===== src/rtl/calculator_muehlbb_pkg.sv =====
// Shared constants for the calculator tile: opcodes, control-pin indices, flag positions.
package calc_pkg;

    localparam logic [2:0] OP_ADD = 3'd0;
    localparam logic [2:0] OP_SUB = 3'd1;
    localparam logic [2:0] OP_AND = 3'd2;
    localparam logic [2:0] OP_OR  = 3'd3;
    localparam logic [2:0] OP_XOR = 3'd4;
    localparam logic [2:0] OP_SHL = 3'd5;
    localparam logic [2:0] OP_SHR = 3'd6;
    localparam logic [2:0] OP_MUL = 3'd7;

    localparam int UIO_LOAD_A  = 3;
    localparam int UIO_LOAD_B  = 4;
    localparam int UIO_EXEC    = 5;
    localparam int UIO_SHOW_HI = 6;

    localparam int FLAG_CARRY = 7;
    localparam int FLAG_ZERO  = 6;

    localparam logic [7:0] UIO_OE_VALUE = 8'hC0;

endpackage


===== src/rtl/calculator_muehlbb_if.sv =====
// TinyTapeout-style pin bundle for the calculator tile.
interface calculator_muehlbb_if;
    logic       ena;
    logic [7:0] ui_in;
    logic [7:0] uio_in;
    logic [7:0] uo_out;
    logic [7:0] uio_out;
    logic [7:0] uio_oe;

    modport master (output ena, ui_in, uio_in, input uo_out, uio_out, uio_oe);
    modport slave  (input ena, ui_in, uio_in, output uo_out, uio_out, uio_oe);
endinterface


===== src/rtl/calculator_muehlbb_alu.sv =====
// Combinational 8-bit ALU. Multiply is only built when CALC_MUL_EN is defined;
// otherwise opcode 111 returns all zeros.
module calc_alu
    import calc_pkg::*;
(
    input  logic [7:0] a,
    input  logic [7:0] b,
    input  logic [2:0] op,
    output logic [7:0] res,
    output logic [7:0] hi,
    output logic       carry
);

    logic [8:0]  sum;
    logic [15:0] shl;
    logic [15:0] shr;

    always_comb begin
        res   = 8'h00;
        hi    = 8'h00;
        carry = 1'b0;
        sum   = 9'h000;
        // Widened shifts keep the last bit shifted out at a fixed position
        shl   = {8'h00, a} << b[2:0];
        shr   = {a, 8'h00} >> b[2:0];
        case (op)
            OP_ADD: begin
                sum   = {1'b0, a} + {1'b0, b};
                res   = sum[7:0];
                carry = sum[8];
            end
            OP_SUB: begin
                res   = a - b;
                carry = (a < b);
            end
            OP_AND: res = a & b;
            OP_OR:  res = a | b;
            OP_XOR: res = a ^ b;
            OP_SHL: begin
                res   = shl[7:0];
                carry = shl[8];
            end
            OP_SHR: begin
                res   = shr[15:8];
                carry = shr[7];
            end
            OP_MUL: begin
`ifdef CALC_MUL_EN
                {hi, res} = a * b;
                carry     = (hi != 8'h00);
`else
                res   = 8'h00;
                hi    = 8'h00;
                carry = 1'b0;
`endif
            end
            default: ;
        endcase
    end

endmodule


===== src/rtl/calculator_muehlbb.sv =====
// Register-based calculator tile: strobe edge detection, operand/result/flag
// registers and display mux. Optional multiply via CALC_MUL_EN (see calc_alu).
module calculator_muehlbb
    import calc_pkg::*;
(
    input  logic                        clk,
    input  logic                        rst_n,
    calculator_muehlbb_if.slave         bus
);

    logic [7:0] a_q, a_d;
    logic [7:0] b_q, b_d;
    logic [7:0] res_q, res_d;
    logic [7:0] hi_q, hi_d;
    logic       carry_q, carry_d;
    logic       zero_q, zero_d;
    // {exec, load_b, load_a} as sampled on the previous edge
    logic [2:0] hist_q, hist_d;

    logic [2:0] strobe_now;
    logic [2:0] fire;
    logic [7:0] alu_res;
    logic [7:0] alu_hi;
    logic       alu_carry;
    logic       unused_uio;

    assign unused_uio = bus.uio_in[7];

    assign strobe_now = {bus.uio_in[UIO_EXEC], bus.uio_in[UIO_LOAD_B], bus.uio_in[UIO_LOAD_A]};
    assign fire       = strobe_now & ~hist_q & {3{bus.ena}};

    calc_alu u_alu (
        .a     (a_q),
        .b     (b_q),
        .op    (bus.uio_in[2:0]),
        .res   (alu_res),
        .hi    (alu_hi),
        .carry (alu_carry)
    );

    always_comb begin
        hist_d  = strobe_now;
        a_d     = a_q;
        b_d     = b_q;
        res_d   = res_q;
        hi_d    = hi_q;
        carry_d = carry_q;
        zero_d  = zero_q;
        if (fire[0]) a_d = bus.ui_in;
        if (fire[1]) b_d = bus.ui_in;
        // ALU reads the registered operands, so a same-edge load is not seen
        if (fire[2]) begin
            res_d   = alu_res;
            hi_d    = alu_hi;
            carry_d = alu_carry;
            zero_d  = (alu_res == 8'h00);
        end
    end

    always_ff @(posedge clk or negedge rst_n) begin
        if (!rst_n) begin
            hist_q  <= 3'b111;
            a_q     <= 8'h00;
            b_q     <= 8'h00;
            res_q   <= 8'h00;
            hi_q    <= 8'h00;
            carry_q <= 1'b0;
            zero_q  <= 1'b0;
        end else begin
            hist_q  <= hist_d;
            a_q     <= a_d;
            b_q     <= b_d;
            res_q   <= res_d;
            hi_q    <= hi_d;
            carry_q <= carry_d;
            zero_q  <= zero_d;
        end
    end

    always_comb begin
        bus.uo_out                 = bus.uio_in[UIO_SHOW_HI] ? hi_q : res_q;
        bus.uio_out                = 8'h00;
        bus.uio_out[FLAG_CARRY]    = carry_q;
        bus.uio_out[FLAG_ZERO]     = zero_q;
        bus.uio_oe                 = UIO_OE_VALUE;
    end

endmodule


===== src/flat_wrapper.sv =====
// flat-port wrapper written by rule: the top's interface ports become plain ports
module calculator_muehlbb_flat import calc_pkg::*;
  (clk, rst_n, bus_ena, bus_ui_in, bus_uio_in, bus_uo_out, bus_uio_out, bus_uio_oe);
  calculator_muehlbb_if bus_i ();
  input  logic clk;
  input  logic rst_n;
  input wire logic [$bits(bus_i.ena)-1:0] bus_ena;
  input wire logic [$bits(bus_i.ui_in)-1:0] bus_ui_in;
  input wire logic [$bits(bus_i.uio_in)-1:0] bus_uio_in;
  output wire logic [$bits(bus_i.uo_out)-1:0] bus_uo_out;
  output wire logic [$bits(bus_i.uio_out)-1:0] bus_uio_out;
  output wire logic [$bits(bus_i.uio_oe)-1:0] bus_uio_oe;
  assign bus_i.ena = bus_ena;
  assign bus_i.ui_in = bus_ui_in;
  assign bus_i.uio_in = bus_uio_in;
  assign bus_uo_out = bus_i.uo_out;
  assign bus_uio_out = bus_i.uio_out;
  assign bus_uio_oe = bus_i.uio_oe;
  calculator_muehlbb u_core (.clk(clk), .rst_n(rst_n), .bus(bus_i));
endmodule

===== config.mk =====
export PLATFORM = sky130hd
export DESIGN_NAME = calculator_muehlbb_flat
export DESIGN_NICKNAME = d
export VERILOG_FILES = /design/src/rtl/calculator_muehlbb_pkg.sv /design/src/rtl/calculator_muehlbb_if.sv /design/src/rtl/calculator_muehlbb_alu.sv /design/src/rtl/calculator_muehlbb.sv /design/src/flat_wrapper.sv
export SDC_FILE = /design/constraint.sdc
export NUM_CORES = 1
export LEC_CHECK = 0
export CELL_PAD_IN_SITES_DETAIL_PLACEMENT = 0
export CELL_PAD_IN_SITES_GLOBAL_PLACEMENT = 2
export CORE_AREA = 10 10 105 107
export CTS_CLUSTER_SIZE = 16
export DETAILED_ROUTE_END_ITERATION = 8
export DIE_AREA = 0 0 115 117
export PLACE_DENSITY_LB_ADDON = 0.15
export SYNTH_ARGS = -nofsm -noshare
export SYNTH_HDL_FRONTEND = slang
export SYNTH_SLANG_ARGS = --single-unit

===== constraint.sdc =====
create_clock -name clk -period 3.2 [get_ports clk]
set_clock_uncertainty 0.2 [all_clocks]
set_input_delay 0.64 -clock clk [delete_from_list [all_inputs] [get_ports clk]]
set_output_delay 0.64 -clock clk [all_outputs]
set_load 0.005 [all_outputs]

==> impl_metrics.py <==
metrics = {
    "timing": {
        "tns_ns": 0,
        "fin_ws_ns": 0.327,
        "final_max_slew_viol_count": 0,
        "rsz0062_at_grt": "false",
        "slew_headroom_pct": 61.9,
        "fin_crit_sh_pct": 89.8,
        "setup_viol": 0,
        "fmax_mhz": 348,
        "tightest_slew_ns": 0.569,
        "period_minus_slack_ns": 2.87,
        "finalHoldViolations": 0,
    },
    "synthesis": {
        "synth_ff_type": "dfrtp_1",
        "synth_cells": 336,
        "avgSynthCellArea_sq_um": 8.91,
        "synth-seq-cells": 29,
        "synth_cell_type_count": 63,
        "ys_warn_count": 0,
        "synth_edf_count": 0,
        "syn-cell-area_sq_um": 2990,
        "async_flop_share_pct": 100,
        "yosysSeqAreaShare_pct": 24.4,
    },
    "grt": {
        "antenna_found_initial": 0,
        "grt_pass1_vias": 2504,
        "overflow": 0,
        "grt_pass1_wl_um": 14000,
        "grt_max_degree": 30,
        "grt_usage_pct": 13.2,
    },
    "worst_hold_path": {
        "hold_depth": 2,
        "hold_class": "register to register",
        "hold_start": "u_core.res_q[6]",
    },
    "clocking": {
        "root_buffer": "clkbuf_8",
        "post_cts_buffers": 0,
        "tritoncts": "done",
        "htreeDepth": 2,
        "cts_resized": 0,
        "clk_path_buf_depth": 2,
        "path_clk_slew_ns": 0.07,
        "cts.sinks": 29,
        "cts_made_buffers": 5,
        "hold_buffers": 0,
        "clk_latency_ns": 0.28,
    },
    "placement": {
        "routabilityCongestion": 0.858,
        "place_ws_ns": 0.172,
        "portBuffers": 27,
        "dpl.hpwl_um": 7210,
    },
    "route": {
        "firstDrtPassIters": 5,
        "final_antenna_net_count": 0,
        "wl_per_cell_um": 18.1,
        "drt-vias-per-instance": 5.27,
        "finalWirelength_um": 8780,
        "drc": 0,
        "drt_iter0_markers": 119,
        "num_vias": 2556,
    },
    "critical_path": {
        "critPathMaxFanout": 7,
        "cp_data_required_time_ns": 3.22,
        "path_cells": "inv_1 > ha_1 > fa_1 > nor2_1 > o311a_1 > nor4_1 > o32ai_2 > nand4_1 > a211oi_2 > a41o_1",
        "timing.rr.start": "u_core.a_q[0]",
        "crit_path_end_kind": "register",
        "max_stage_delay_ns": 0.46,
        "path_class": "register to register",
        "crit_buf_inv": 1,
        "startpoint": "u_core.a_q[0]",
        "critical_path_depth": 10,
        "critPathArrivalTime_ns": 2.89,
        "slowest_stage": "dfrtp_1",
        "startpoint_type": "register",
        "rr_worst_depth": 10,
        "cp_top_family": "compound AO/OA/AOI/OAI gates",
    },
    "floorplanning": {
        "die_x_um": 115,
        "core_area_sq_um": 9020,
        "io_pins": 43,
        "dieArea_sq_um": 13500,
        "start_util_pct": 33.2,
        "die_h_um": 117,
        "num_rows": 35,
    },
    "layout": {
        "final_common_cell": "clkdlybuf4s50_1",
        "final_layout_size_suffix_gt1_share_pct": 17.6,
        "fill_cells": 938,
        "syn2layout_area_growth_pct": 16.9,
        "antenna_cells": 0,
        "layout_common_cells": "clkdlybuf4s50_1 (27), dfrtp_1 (26), ha_1 (25)",
        "num-nets-final": 419,
    },
    "pwr": {
        "worst_ir_drop_vdd_mv": 0.196,
        "power.leakage_uw": 0.00155,
        "powerDensity_nw_per_um2": 524,
    },
    "status": {
        "outcome": "finished, final reports clean",
    },
    "flow_run": {
        "drv_cap": 0,
    },
}
sequential cells by signal, summed over array words and instances, names as in the netlist:
signal and cells:
u_core.zero_q 1, u_core.carry_q 1, u_core.hist_q 3, u_core.res_q 8, u_core.a_q 8, u_core.b_q 8
layout make-up:
| class | instances | area (sq um) | share of cell area, % |
|---|---|---|---|
| Clock buffer | 5 | 68.8 | 1.97 |
| Multi-Input combinational cell | 261 | 1990 | 56.8 |
| Inverter | 25 | 93.8 | 2.68 |
| Tap cell | 111 | 139 | 3.97 |
| Timing Repair Buffer | 51 | 463 | 13.2 |
| Clock inverter | 3 | 17.5 | 0.501 |
| Sequential cell | 29 | 729 | 20.9 |
tightest hold or removal path, stage by stage (launching register included):
cell and delay [ns]:
dfrtp_1 0.34, nand2_1 0.04, o21ai_0 0.06
cells in the mapped netlist, types with 6 or more instances:
cell type,count,share of area (%)
dfrtp_1,26,22
ha_1,25,10
inv_1,24,3.0
nand2_1,22,2.8
mux2_2,21,7.9
o21ai_0,19,3.2
buf_4,18,4.5
nor2_1,17,2.1
a21oi_1,16,2.7
nor2b_1,13,2.7
mux2i_1,12,4.0
nand3_1,9,1.5
nand2b_1,8,1.7
a211oi_1,7,1.8
clkbuf_1,6,0.75
layer usage:
layer  track usage (%)  share of wire, %  vias to the layer above
li1                  -                 -                     1256
met1              18.4                47                     1241
met2              20.9                49                       57
met3              1.94               4.1                        2
met4              2.72              0.46                        0
met5                 0                 0                        -
stage by stage:
stage / util, % / total power (uW) / instances / instance area [sq um] / hold slack [ns]
2_1_floorplan: - / 1220 / 348 / 3040 / 0.144
3_3_place_gp: 37.8 / 1550 / 477 / 3410 / 0.260
3_5_place_dp: 37.8 / 1540 / 477 / 3410 / 0.268
4_1_cts: 38.8 / 1850 / 485 / 3500 / 0.282
5_1_grt: 38.8 / 1990 / 485 / 3500 / 0.313
6_report: 38.8 / 1830 / 485 / 3500 / 0.278
kinds of logic (layout without fill, tap and decap cells):
family	Yosys count	count (layout)	synth area share, %
mux	36	36	14.3
buf+inv	58	84	10.7
compound gates	88	88	20.9
other cells	2	14	0.251
flops	29	29	24.4
simple gates	91	91	16.1
fa+ha+maj	27	27	11.8
xor+xnor	5	5	1.46
power by group:
| group | switching (uW) | total [uW] | internal (uW) |
|---|---|---|---|
| clock network | 149 | 299 | 150 |
| registers | 61.4 | 501 | 440 |
| logic | 570 | 1030 | 463 |
| total | 781 | 1830 | 1050 |
path summary, 6_finish.rpt:
kind	slack, ns	end
worst max-delay path	0.33	u_core.zero_q
worst min-delay path	0.28	u_core.res_q[6]
worst max register to register	0.33	u_core.zero_q
worst min register to register	0.28	u_core.res_q[6]
max in group asynchronous	1.95	u_core.hist_q[0]
min in group asynchronous	0.54	u_core.res_q[3]
Note: power is estimated with default switching activity, not from simulation.
